## src/rtl/shift_seq_pkg.sv

```systemverilog
// shift_seq_pkg: shared types and constants for the shift sequencer
package shift_seq_pkg;
    localparam int NUM_STAGES = 5;
    localparam int DATA_W     = 32;
    localparam int AMT_W      = 5;
    localparam logic SHR = 1'b0;
    localparam logic ROR = 1'b1;
    typedef enum logic [1:0] {IDLE, RUN, DONE} state_e;
endpackage

```

## src/rtl/shift_stage_var.sv

```systemverilog
// shift_stage_var: shift or rotate x right by 2^k in a single combinational stage
module shift_stage_var
    import shift_seq_pkg::*;
(
    input  logic [DATA_W-1:0] x,
    input  logic [2:0]        k,
    input  logic              rot,
    output logic [DATA_W-1:0] y
);
    logic [5:0]          d;
    logic [2*DATA_W-1:0] w;
    // the upper copy of x supplies the wrapped bits; zero for a logical shift
    always_comb begin
        d = 6'd1 << k;
        w = {rot ? x : {DATA_W{1'b0}}, x} >> d;
        y = w[DATA_W-1:0];
    end
endmodule

```

## src/rtl/shift_sequencer.sv

```systemverilog
// shift_sequencer: multi-cycle 32-bit shift/rotate right, one power-of-two stage per clock
module shift_sequencer
    import shift_seq_pkg::*;
#(
    parameter bit EARLY_EXIT = 1'b1
) (
    input  logic              clk,
    input  logic              rst,
    input  logic              flush,
    input  logic              in_valid,
    output logic              in_ready,
    input  logic [DATA_W-1:0] in_data,
    input  logic [AMT_W-1:0]  in_amt,
    input  logic              in_shift_rot,
    output logic              out_valid,
    input  logic              out_ready,
    output logic [DATA_W-1:0] out_data,
    output logic              busy
);
    state_e            state_q, state_d;
    logic [DATA_W-1:0] data_q, data_d, stage_y;
    logic [AMT_W-1:0]  amt_q, amt_d;
    logic              mode_q, mode_d;
    logic [2:0]        k_q, k_d, hsb, k_sel;

    always_comb begin
        hsb = '0;
        for (int i = 0; i < AMT_W; i++)
            if (amt_q[i]) hsb = 3'(i);
    end

    assign k_sel = EARLY_EXIT ? hsb : k_q;

    shift_stage_var u_stage (
        .x   (data_q),
        .k   (k_sel),
        .rot (mode_q),
        .y   (stage_y)
    );

    always_comb begin
        state_d = state_q;
        data_d  = data_q;
        amt_d   = amt_q;
        mode_d  = mode_q;
        k_d     = k_q;
        case (state_q)
            IDLE: if (in_valid && !flush) begin
                data_d  = in_data;
                amt_d   = in_amt;
                mode_d  = in_shift_rot;
                k_d     = 3'(NUM_STAGES - 1);
                state_d = (EARLY_EXIT && in_amt == '0) ? DONE : RUN;
            end
            RUN: if (EARLY_EXIT) begin
                data_d  = stage_y;
                amt_d   = amt_q & ~(5'd1 << hsb);
                state_d = (amt_d == '0) ? DONE : RUN;
            end else begin
                data_d  = amt_q[k_q] ? stage_y : data_q;
                k_d     = k_q - 3'd1;
                state_d = (k_q == 3'd0) ? DONE : RUN;
            end
            DONE: state_d = out_ready ? IDLE : DONE;
            default: state_d = IDLE;
        endcase
        // abort wins over everything, including a same-cycle handshake
        if (flush) state_d = IDLE;
    end

    always_ff @(posedge clk or posedge rst) begin
        if (rst) begin
            state_q <= IDLE;
            data_q  <= '0;
            amt_q   <= '0;
            mode_q  <= SHR;
            k_q     <= '0;
        end else begin
            state_q <= state_d;
            data_q  <= data_d;
            amt_q   <= amt_d;
            mode_q  <= mode_d;
            k_q     <= k_d;
        end
    end

    assign in_ready  = (state_q == IDLE) && !rst;
    assign out_valid = (state_q == DONE);
    assign busy      = (state_q != IDLE);
    assign out_data  = out_valid ? data_q : '0;
endmodule

```

## config.mk

```make
export PLATFORM = sky130hd
export DESIGN_NAME = shift_sequencer
export DESIGN_NICKNAME = d
export VERILOG_FILES = /design/src/rtl/shift_seq_pkg.sv /design/src/rtl/shift_stage_var.sv /design/src/rtl/shift_sequencer.sv
export SDC_FILE = /design/constraint.sdc
export NUM_CORES = 1
export LEC_CHECK = 0
export CAP_MARGIN = 30
export CORE_ASPECT_RATIO = 0.75
export CORE_UTILIZATION = 51
export CTS_CLUSTER_SIZE = 40
export DETAILED_ROUTE_END_ITERATION = 7
export GPL_ROUTABILITY_DRIVEN = 0
export MAX_ROUTING_LAYER = met4
export PLACE_DENSITY = 0.81
export SYNTH_ARGS = -nofsm -noshare
export SYNTH_HDL_FRONTEND = slang
export SYNTH_SLANG_ARGS = --single-unit
```

## constraint.sdc

```tcl
create_clock -name clk -period 2 [get_ports clk]
set_input_delay 0.2 -clock clk [delete_from_list [all_inputs] [get_ports clk]]
set_output_delay 0.2 -clock clk [all_outputs]
set_load 0.02 [all_outputs]
```

==> summary.txt <==
Layout
  – Cell Count, Final, Fillers Out: 571
  – Cell area after layout: 4400 µm²
  – N_diodes: 0
  – # fillers: 558
  – Synthesis-to-finish area growth: 29.3%
  – Nets: 535
  – Share of cells above drive strength 1: 11.4%

STA
  – RSZ-0062 raised after global routing: false
  – Setup Viol. Count Final: 0
  – Minimum clock period: 1.86 ns
  – Slew Limit Fails: 0
  – Maximum clock frequency: 536 MHz
  – Final Cycle Share: 93.2%
  – Max Clock Skew: 0.00685 ns
  – Slew HR: 64.6%
  – Measured slew at the worst slew-check pin: 0.530 ns
  – Final Hold Viols: 0
  – Smallest hold slack: 0.343 ns
  – Setup TNS Final: 0 ns
  – Worst Slack Setup Final: 0.136 ns

Pwr
  – Clock power frac: 8.0%
  – Peak supply drop: 665 µV
  – Net Sw Frac: 51.5%
  – Int Power: 3100 µW
  – Sequential power share: 34.0%
  – Power share of the combinational group: 58.1%
  – P per Cell Area: 1450 nW/µm²
  – P_leak: 0.00190 µW
  – NetSw: 3290 µW

Synth
  – Register area share after synthesis: 29.4%
  – Most used DFF post-synth: dfrtp_1
  – Synthesized Nets: 455
  – Number of synthesized flops with an enable pin: 0
  – Share of the synthesized area in the top cell type: 29.4%
  – Synth Instances: 412
  – Synth area leader: dfrtp_1
  – Largest cells by area after synthesis: dfrtp_1, mux2i_1, nand2_1
  – Mean post-synth cell area: 8.26 µm²
  – FF+latch count, synth: 40
  – Warnings, synthesis: 0
  – Commonest cells in the netlist: nand2_1, dfrtp_1, mux2i_1, and2_1, o21ai_0
  – Mapped Area: 3400 µm²
  – Async set or reset register ratio after synthesis: 100%
  – Most common cell in the netlist: nand2_1
  – Yosys cell types: 56

GRT
  – Gr usage total: 38.0%
  – GR Overflow Total: 0
  – Vias in the first global route: 3,589
  – First-pass GRT wire length: 19,200 µm
  – Initial antenna violation count: 0
  – Largest net degree at the start of global routing: 41

Routing
  – Per-cell routed wire length: 21.3 µm
  – Post-route ant nets: 0
  – Drt first pass iters: 8
  – Via count: 3,855
  – DR vias/cell: 6.75
  – Initial DRC Count: 599
  – Post-Route WL: 12,200 µm
  – # DRC: 59

Clock tree
  – Clock latency on the worst-skew pair: 0.31 ns
  – H-tree Lvls: 2
  – Post-CTS Setup Inserts: 0
  – Root buffer cell: clkbuf_8
  – Clock buffer depth: 2
  – CTS Buf Count: 5
  – Hold Buf Count CTS: 0
  – Worst-path clk slew: 0.07 ns
  – Clock net sink count: 40
  – CTS tree: built

Setup path
  – CP arrival: 1.66 ns
  – WS Path Type: register to output pin
  – Crit Path Max Fanout: 22
  – Worst EP required: 1.80 ns
  – Crit path largest cell delay: 0.47 ns
  – Critical path startpoint category: register
  – CP max-delay cell: dfrtp_1
  – Crit-path cells: and2b_1 > buf_4 > and2_1 > dlygate4sd2_1
  – Crit path max-delay family: buffers and inverters
  – Setup crit end kind: output pin
  – Worst reg2reg setup slack: 0.15 ns
  – CP bufs+invs: 2

Status
  – Status: finished, violations left
  – Failing checks: DRC

Placement
  – Placed Area: 4370 µm²
  – Cells after DPL: 566
  – PortBufs: 77
  – Pre-CTS setup slack: 0.0310 ns
  – Hpwl dp: 8660 µm

Die
  – Die ar.: 7000 µm²
  – Die width: 96.3 µm
  – Die Y: 72.7 µm
  – CORE AREA: 6380 µm²
  – # IOs: 78
  – Number of core rows: 25
  – Starting Density: 53.3%

Flow run
  – Maximum Capacitance Violations: 0

Worst hold path
  – Worst Hold Class: input pin to async pin
## power groups by stage
stage               registers (µW)  clock network [µW]  logic, µW
finish                        2170                 508       3710
global route                  2170                 543       4010
CTS                           2070                 506       3600
detailed placement            2080                   0       3640
global placement              2070                   0       3530
floorplan                     1620                   0       2660
## worst register-to-register path, stage by stage, from the launching register on
cell and delay (ns):
dfrtp_1 0.47, buf_4 0.20, nand2b_1 0.32, buf_4 0.24
nor3_1 0.08, buf_4 0.15, a221oi_1 0.29
## final timing paths
path                                   startpoint  depth (start not counted)                     end
hold reg to reg              amt_q[0]$_DFFE_PP0P_                          1    amt_q[0]$_DFFE_PP0P_
setup / recovery           state_q[1]$_DFFE_PP0P_                          4            out_data[23]
setup reg to reg           state_q[1]$_DFFE_PP0P_                          6  data_q[12]$_DFFE_PP0P_
hold / removal                                rst                          3    amt_q[4]$_DFFE_PP0P_
min in group clk                     in_shift_rot                          3      mode_q$_DFFE_PP0P_
max in group asynchronous                     rst                          3   data_q[6]$_DFFE_PP0P_
## registers in the layout (all words and copies together), names as in the netlist
name     count
state_q      2
amt_q        5
data_q      32
mode_q       1
## through the flow
stage                     power [µW]  utilization (%)
after floorplan                 4270                -
after global placement          5610             68.4
after detailed placement        5720             68.4
after CTS                       6170             68.8
after global routing            6720             68.9
final                           6390             68.9
## area by class of cell
| cell class | count | area, µm² | share of cell area (%) |
|---|---|---|---|
| inverters | 6 | 22.5 | 0.512 |
| repair buffers | 113 | 1040 | 23.7 |
| multi-input cells | 326 | 2160 | 49.2 |
| well taps | 81 | 101 | 2.30 |
| flip-flops and latches | 40 | 1000 | 22.8 |
| clock buffers | 5 | 68.8 | 1.56 |
## routing by layer
layer | up-vias | share of wire (%) | global-route usage [%]
met4 | 0 | 3.9 | 14.5
met1 | 1757 | 40 | 51.3
met3 | 71 | 15 | 12.6
met2 | 323 | 41 | 52.6
met5 | - | 0 | -
li1 | 1704 | - | -
## placed cells by master (no fill, tap or decap), types with 15 or more instances in the layout
cell type / count
dlygate4sd2_1: 33
nand2_1: 56
and2_1: 33
dfrtp_1: 40
mux2i_1: 34
a21oi_1: 15
nor2_1: 20
o21ai_0: 32
buf_4: 33
clkdlybuf4s50_1: 42
## logic make-up (layout without fill, tap and decap cells)
logic type / count (synthesis) / in the layout / synth area share [%]
adders and majority gates: 1 / 1 / 0.294
buffers and inverters: 46 / 124 / 7.02
and+or+nand+nor: 153 / 153 / 24.1
DFF: 40 / 40 / 29.4
muxes: 39 / 39 / 11.7
AOI/OAI and AO/OA: 133 / 133 / 27.5
## what timing repair did
action | CTS | global route
resized for setup | 33 | 2
hold endpoints to repair | 0 | 0
endpoints found under the setup margin | 33 | 2
No activity file was read; power rests on OpenSTA's default activity.
